**config.mk**
```make
export PLATFORM = sky130hd
export DESIGN_NAME = fetch_pc_unit_flat
export DESIGN_NICKNAME = d
export VERILOG_FILES = /design/src/rtl/fetch_pc_unit_if.sv /design/src/rtl/fetch_pc_unit.sv /design/src/flat_wrapper.sv
export SDC_FILE = /design/constraint.sdc
export NUM_CORES = 1
export LEC_CHECK = 0
export CAP_MARGIN = 25
export CORE_AREA = 2 2 136 138
export CTS_BUF_LIST = sky130_fd_sc_hd__clkbuf_4 sky130_fd_sc_hd__clkbuf_8
export DETAILED_ROUTE_END_ITERATION = 7
export DIE_AREA = 0 0 138 140
export PLACE_DENSITY = 0.77
export RECOVER_POWER = 50
export SLEW_MARGIN = 5
export SYNTH_ARGS = -nofsm -noshare
export SYNTH_HDL_FRONTEND = slang
export SYNTH_SLANG_ARGS = --single-unit
```
**constraint.sdc**
```tcl
create_clock -name clk -period 3.5 [get_ports clk]
set_clock_uncertainty 0.15 [all_clocks]
set_input_delay 0.7 -clock clk [delete_from_list [all_inputs] [get_ports clk]]
set_output_delay 0.7 -clock clk [all_outputs]
set_load 0.005 [all_outputs]
```
**src/rtl/fetch_pc_unit_if.sv**
```systemverilog
// Instruction-memory request/response bus between the fetch stage and imem.
// The fetch stage is the master: it issues addr/req and receives valid/rdata.
interface fetch_pc_unit_if;
  logic [31:0] imem_addr;
  logic        imem_req;
  logic        imem_valid;
  logic [31:0] imem_rdata;

  modport master (
    output imem_addr,
    output imem_req,
    input  imem_valid,
    input  imem_rdata
  );

  modport slave (
    input  imem_addr,
    input  imem_req,
    output imem_valid,
    output imem_rdata
  );
endinterface

```
**src/rtl/fetch_pc_unit.sv**
```systemverilog
// Instruction-fetch stage: owns the PC, fetches one word per instruction from
// imem, holds it for decode/execute and redirects on commit (no delay slot).
module fetch_pc_unit #(
  parameter logic [31:0] RESET_PC     = 32'h0000_0000,
  parameter int          IMEM_TIMEOUT = 16
) (
  input  logic               clk,
  input  logic               reset,
  fetch_pc_unit_if.master    imem,
  output logic [31:0]        instr,
  output logic               instr_valid,
  output logic [5:0]         op,
  output logic [5:0]         funct,
  output logic [31:0]        pc,
  output logic [31:0]        pc_plus4,
  output logic [31:0]        link_addr,
  input  logic               commit,
  input  logic               jump,
  input  logic               jumpReg,
  input  logic               branchatall,
  input  logic               bne,
  input  logic               zero,
  input  logic [31:0]        reg_target,
  output logic               align_err,
  output logic               fetch_err
);

  typedef enum logic [1:0] {
    S_FETCH = 2'd0,
    S_WAIT  = 2'd1,
    S_HOLD  = 2'd2
  } state_t;

  localparam int CW = $clog2(IMEM_TIMEOUT + 1);
  localparam logic [CW-1:0] TIMEOUT_CNT = CW'(IMEM_TIMEOUT);

  state_t          state_reg;
  logic [31:0]     pc_reg;
  logic [31:0]     instr_reg;
  logic            instr_valid_reg;
  logic            align_err_reg;
  logic            fetch_err_reg;
  logic [CW-1:0]   wait_cnt_reg;
  logic [CW-1:0]   wait_cnt_next;

  logic [31:0]     pc_plus4_w;
  logic [31:0]     branch_off;
  logic            branch_taken;
  logic [31:0]     pc_next;

  assign pc_plus4_w    = pc_reg + 32'd4;
  assign branch_off    = {{14{instr_reg[15]}}, instr_reg[15:0], 2'b00};
  assign branch_taken  = branchatall & (zero ^ bne);
  assign wait_cnt_next = wait_cnt_reg + 1'b1;

  // Redirect priority: JR, then J/JAL, then taken branch, else sequential.
  always_comb begin
    pc_next = pc_plus4_w;
    if (jumpReg)
      pc_next = {reg_target[31:2], 2'b00};
    else if (jump)
      pc_next = {pc_plus4_w[31:28], instr_reg[25:0], 2'b00};
    else if (branch_taken)
      pc_next = pc_plus4_w + branch_off;
  end

  always_ff @(posedge clk) begin
    if (reset) begin
      state_reg       <= S_FETCH;
      pc_reg          <= RESET_PC;
      instr_reg       <= 32'd0;
      instr_valid_reg <= 1'b0;
      align_err_reg   <= 1'b0;
      fetch_err_reg   <= 1'b0;
      wait_cnt_reg    <= '0;
    end else begin
      case (state_reg)
        S_FETCH: begin
          if (imem.imem_valid) begin
            instr_reg       <= imem.imem_rdata;
            instr_valid_reg <= 1'b1;
            state_reg       <= S_HOLD;
          end else begin
            wait_cnt_reg    <= '0;
            state_reg       <= S_WAIT;
          end
        end
        S_WAIT: begin
          if (imem.imem_valid) begin
            instr_reg       <= imem.imem_rdata;
            instr_valid_reg <= 1'b1;
            wait_cnt_reg    <= '0;
            state_reg       <= S_HOLD;
          end else if (wait_cnt_reg != TIMEOUT_CNT) begin
            // Counter saturates at the timeout; the error flag is sticky.
            wait_cnt_reg <= wait_cnt_next;
            if (wait_cnt_next == TIMEOUT_CNT)
              fetch_err_reg <= 1'b1;
          end
        end
        S_HOLD: begin
          if (commit) begin
            pc_reg          <= pc_next;
            instr_valid_reg <= 1'b0;
            state_reg       <= S_FETCH;
            if (jumpReg && (reg_target[1:0] != 2'b00))
              align_err_reg <= 1'b1;
          end
        end
        default: state_reg <= S_FETCH;
      endcase
    end
  end

  // The request is a decode of the FETCH state, masked while reset is held.
  assign imem.imem_req  = (state_reg == S_FETCH) && !reset;
  assign imem.imem_addr = pc_reg;

  assign instr       = instr_reg;
  assign instr_valid = instr_valid_reg;
  assign op          = instr_reg[31:26];
  assign funct       = instr_reg[5:0];
  assign pc          = pc_reg;
  assign pc_plus4    = pc_plus4_w;
  assign link_addr   = pc_plus4_w;
  assign align_err   = align_err_reg;
  assign fetch_err   = fetch_err_reg;

endmodule

```
**src/flat_wrapper.sv**
```systemverilog
// flat-port wrapper written by rule: the top's interface ports become plain ports
module fetch_pc_unit_flat 
#(
  parameter logic [31:0] RESET_PC     = 32'h0000_0000,
  parameter int          IMEM_TIMEOUT = 16
)
  (clk, reset, instr, instr_valid, op, funct, pc, pc_plus4, link_addr, commit, jump, jumpReg, branchatall, bne, zero, reg_target, align_err, fetch_err, imem_imem_addr, imem_imem_req, imem_imem_valid, imem_imem_rdata);
  fetch_pc_unit_if imem_i ();
  input  logic clk;
  input  logic reset;
  output logic [31:0] instr;
  output logic instr_valid;
  output logic [5:0] op;
  output logic [5:0] funct;
  output logic [31:0] pc;
  output logic [31:0] pc_plus4;
  output logic [31:0] link_addr;
  input  logic commit;
  input  logic jump;
  input  logic jumpReg;
  input  logic branchatall;
  input  logic bne;
  input  logic zero;
  input  logic [31:0] reg_target;
  output logic align_err;
  output logic fetch_err;
  output wire logic [$bits(imem_i.imem_addr)-1:0] imem_imem_addr;
  output wire logic [$bits(imem_i.imem_req)-1:0] imem_imem_req;
  input wire logic [$bits(imem_i.imem_valid)-1:0] imem_imem_valid;
  input wire logic [$bits(imem_i.imem_rdata)-1:0] imem_imem_rdata;
  assign imem_imem_addr = imem_i.imem_addr;
  assign imem_imem_req = imem_i.imem_req;
  assign imem_i.imem_valid = imem_imem_valid;
  assign imem_i.imem_rdata = imem_imem_rdata;
  fetch_pc_unit #(.RESET_PC(RESET_PC), .IMEM_TIMEOUT(IMEM_TIMEOUT)) u_core (.clk(clk), .reset(reset), .imem(imem_i), .instr(instr), .instr_valid(instr_valid), .op(op), .funct(funct), .pc(pc), .pc_plus4(pc_plus4), .link_addr(link_addr), .commit(commit), .jump(jump), .jumpReg(jumpReg), .branchatall(branchatall), .bne(bne), .zero(zero), .reg_target(reg_target), .align_err(align_err), .fetch_err(fetch_err));
endmodule
```
==> reports/qor.log <==
[logic_synthesis] Synth Cell Area 6170 µm²
[finish] area occupied by registers 1450 µm²
[placed_design] count of input and output buffers 240
[clock_tree] worst skew pair latency 390 ps
[worst_setup_path] Worst Setup Path Type reg2reg
[clock_tree] hold buffers post-CTS 0
[global_route] number of antenna violations at the first check in global routing 1
[worst_setup_path] CP startpoint kind flip-flop
[clock_tree] number of buffers inserted during clock tree synthesis 9
[sta] Worst Slack Setup Final -263 ps
[die] number of core rows 49
[global_route] number of global-route vias before repair 7,024
[die] initial core utilization 34.7%
[power_and_ir_drop] Logic pwr share 32.3%
[global_route] wire length of the first global-routing pass 38.2 mm
[logic_synthesis] top flip-flop cell by instance count after synthesis dfxtp_1
[power_and_ir_drop] Power, Total 2.64 mW
[worst_setup_path] beginning of the worst register-to-register path u_core.imem.imem_addr[3]
[finish] Post-layout nets 1,236
[sta] Worst-Margin Slew 740 ps
[logic_synthesis] Yosys cell types 70
[placed_design] placed wire-length estimate after detailed placement 18.4 mm
[worst_setup_path] critical path's largest stage delay 570 ps
[logic_synthesis] largest area contributor in the synthesized netlist dfxtp_1
[route] Detail Route Antenna Nets 0
[logic_synthesis] proportion of netlist area held by the largest area contributor 23.4%
[worst_setup_path] Data required, critical path 3620 ps
[job] Maximum Capacitance Violations 0
[placed_design] routability-driven placement congestion ratio 1.00
[power_and_ir_drop] leakage power 4.26 nW
[sta] Period Utilization, post-route 108%
[sta] setup repair after global routing missed its margin yes
[finish] Non-Filler Instances 1,357
[sta] remaining max-slew budget at the tightest pin 50.6%
[hold_path] startpoint of the lowest-slack hold path u_core.instr[31]
[route] detailed-router iteration count before antenna repair 6
[logic_synthesis] top-count cell post-synth nand2_1
[logic_synthesis] share of synthesized registers carrying an async set or reset 0%
[power_and_ir_drop] internal power 1.83 mW
[finish] antenna cells 0
[logic_synthesis] number of flops mapped to enable cells by yosys 0
[sta] highest attainable clock frequency 0.266 GHz
[die] ports placed on the boundary 249
[sta] final max-slew violation count 0
[worst_setup_path] internal reg-to-reg setup slack -260 ps
[logic_synthesis] Seq/Total Area, Yosys 23.4%
[placed_design] Placed Instances 1,314
[run_status] violated checks negative setup slack
[run_status] status finished, violations left
[clock_tree] Max Buffers Root-to-Sink 2
[finish] area of all placed cells without fillers 10,100 µm²
[route] routed wire length 26.0 mm
[power_and_ir_drop] switching share of total power 30.9%
[logic_synthesis] Avg Inst Size Synth 7.39 µm²
[worst_setup_path] Arrival @ worst endpoint 3880 ps
[worst_setup_path] end of the worst register-to-register path u_core.imem.imem_addr[31]
[logic_synthesis] biggest area contributors in the synthesized netlist dfxtp_1 (23%), buf_4 (9.7%), ha_1 (7.9%)
[power_and_ir_drop] Net Sw Power 0.817 mW
[finish] number of flip-flops in the largest register 32
[hold_path] count of cells along the worst hold path 2
[sta] final number of hold-violating endpoints 0
[finish] area used by multi-input combinational logic 4490 µm²
[sta] Fin Hold WS 324 ps
[power_and_ir_drop] power share of the sequential group 34.4%
[sta] final-layout setup total negative slack -2050 ps
[hold_path] terminating pin of the worst hold path u_core.instr[31]
[die] area of the die 19,300 µm²
[clock_tree] CTS root buf clkbuf_8
[worst_setup_path] critical path peak fanout 4
[die] overall die height 140 µm
[sta] final critical-path required period 3760 ps
[global_route] GR Util All Layers 24.4%
[power_and_ir_drop] clock network fraction of design power 33.2%
[logic_synthesis] number of cells produced by synthesis 834
[worst_setup_path] cell count of the worst reg-to-reg path 16
[finish] number of inserted filler cells in the final layout 1,518
[clock_tree] clock transition at the registers of the reported paths 90 ps
[sta] Final setup viols 18
[global_route] GRT overflow 0
[clock_tree] number of H-tree branching levels 3
[worst_setup_path] worst-path cell with the longest stage delay or4_4
[power_and_ir_drop] IR drop worst, VDD 0.251 mV
[route] average wire length per cell after detail routing 19.2 µm
[worst_setup_path] crit-path cells ha_4 -> and4_4 -> nand2_4 -> or4_4 -> buf_6 -> xnor2_4 -> ha_4 -> a21o_1 -> a211oi_2 -> o21ai_1 -> a21oi_2 -> a211oi_2 -> o21ai_1 -> mux2i_1 -> xnor2_1 -> o21ai_1
[placed_design] area of placed instances 9140 µm²
[worst_setup_path] critical path's most frequent cell o21ai_1
[logic_synthesis] number of warnings reported in the yosys synthesis log 0
[clock_tree] CTS sink count 72
[hold_path] path class of the lowest-slack min-delay path reg2reg
[die] die width 138 µm
[power_and_ir_drop] pwr dens 261 nW/µm²
[finish] ratio of cells with drive above 1 in the final layout 24.0%
[route] count of vias placed by the detailed router 7,527
[logic_synthesis] Commonest cells post-synth nand2_1 (118), a21oi_1 (93), buf_4 (80), dfxtp_1 (72), nor2_1 (60)
[global_route] maximum number of pins on one net before global-route repair 50
[clock_tree] TritonCTS clock tree done
[worst_setup_path] crit path capture type flip-flop
[route] detailed-route vias per instance 5.55
[route] first-iteration detailed-routing DRC count 688
[logic_synthesis] flip-flop and latch count after synthesis 72
[route] number of design rule violations left after detail routing 0
[finish] synth-to-layout area growth 64.0%
[die] core area 17,800 µm²
==> kinds of logic (layout without fill, tap and decap cells) <==
kind of cell,after synthesis,in the layout,synth area share (%)
buf+inv,135,422,13.3
xor+xnor,54,54,7.67
flops,72,72,23.4
fa+ha+maj,40,40,8.24
mux,7,7,1.16
other cells,1,8,0.0608
compound gates,244,244,24.5
simple gates,281,281,21.7
==> layer usage <==
layer,vias up,track usage [%],wire [µm]
li1,3464,-,-
met1,3543,32.0,10300
met2,448,40.2,12400
met3,72,4.72,2530
met4,0,8.54,732
met5,-,0,0
==> area by class of cell <==
class | count | area share, %
multi-input cells | 634 | 44.4
clock inverters | 5 | 1.01
repair buffers | 392 | 35.4
flip-flops and latches | 72 | 14.4
inverters | 14 | 0.520
well taps | 229 | 2.83
clock buffers | 11 | 1.50
==> power by group through the flow <==
stage,registers (mW),logic (mW),clock network (mW)
after floorplan,0.927,0.372,0
after global placement,0.923,0.780,0
after detailed placement,0.925,0.789,0
after CTS,0.908,0.802,0.880
after global routing,0.915,0.914,0.906
final,0.910,0.854,0.879
==> metrics by stage <==
step,utilization (%),worst slack [ps]
2_1_floorplan,-,-15.9
3_3_place_gp,51.4,-190
3_5_place_dp,51.4,-216
4_1_cts,54.4,-120
5_1_grt,56.9,-387
6_report,56.9,-263
==> worst max path at each step <==
stage,startpoint,end,slack [ps]
floorplan,u_core.imem.imem_addr[2],u_core.imem.imem_addr[23],-20
global placement,u_core.imem.imem_addr[2],u_core.imem.imem_addr[23],-190
detailed placement,u_core.imem.imem_addr[2],u_core.imem.imem_addr[23],-220
CTS,u_core.imem.imem_addr[3],u_core.imem.imem_addr[31],-120
global route,u_core.imem.imem_addr[3],u_core.imem.imem_addr[31],-390
finish,u_core.imem.imem_addr[3],u_core.imem.imem_addr[31],-260
==> critical path, delay by kind of cell, from the launching register on <==
kind | cells | cell delay [ps]
simple gates | 3 | 870
fa+ha+maj | 2 | 370
compound gates | 7 | 1100
flops | 1 | 370
xor+xnor | 2 | 340
mux | 1 | 290
buf+inv | 1 | 160
==> layout by cell type, fill, tap and decap left out, drive strengths merged, types with 7 or more instances in the layout <==
| cell type | n |
|---|---|
| dfxtp | 72 |
| nand3 | 25 |
| and3 | 7 |
| ha | 39 |
| dlygate4sd2 | 8 |
| buf | 155 |
| a21o | 20 |
| a211oi | 15 |
| inv | 13 |
| clkbuf | 13 |
| nand2 | 118 |
| a31oi | 9 |
| xor2 | 18 |
| and4 | 9 |
| o211ai | 9 |
| a21oi | 93 |
| nor2 | 61 |
| nand4 | 10 |
| xnor2 | 36 |
| nor3 | 20 |
| o21ai | 44 |
| clkdlybuf4s50 | 224 |
| o21a | 7 |
| conb | 8 |
==> timing repair <==
item                                    in CTS  in global routing
resized for setup                           64                 80
endpoints found under the setup margin      39                 27
pin swaps                                   23                 48
setup buffers                               15                 13
No activity file was read; power rests on OpenSTA's default activity.
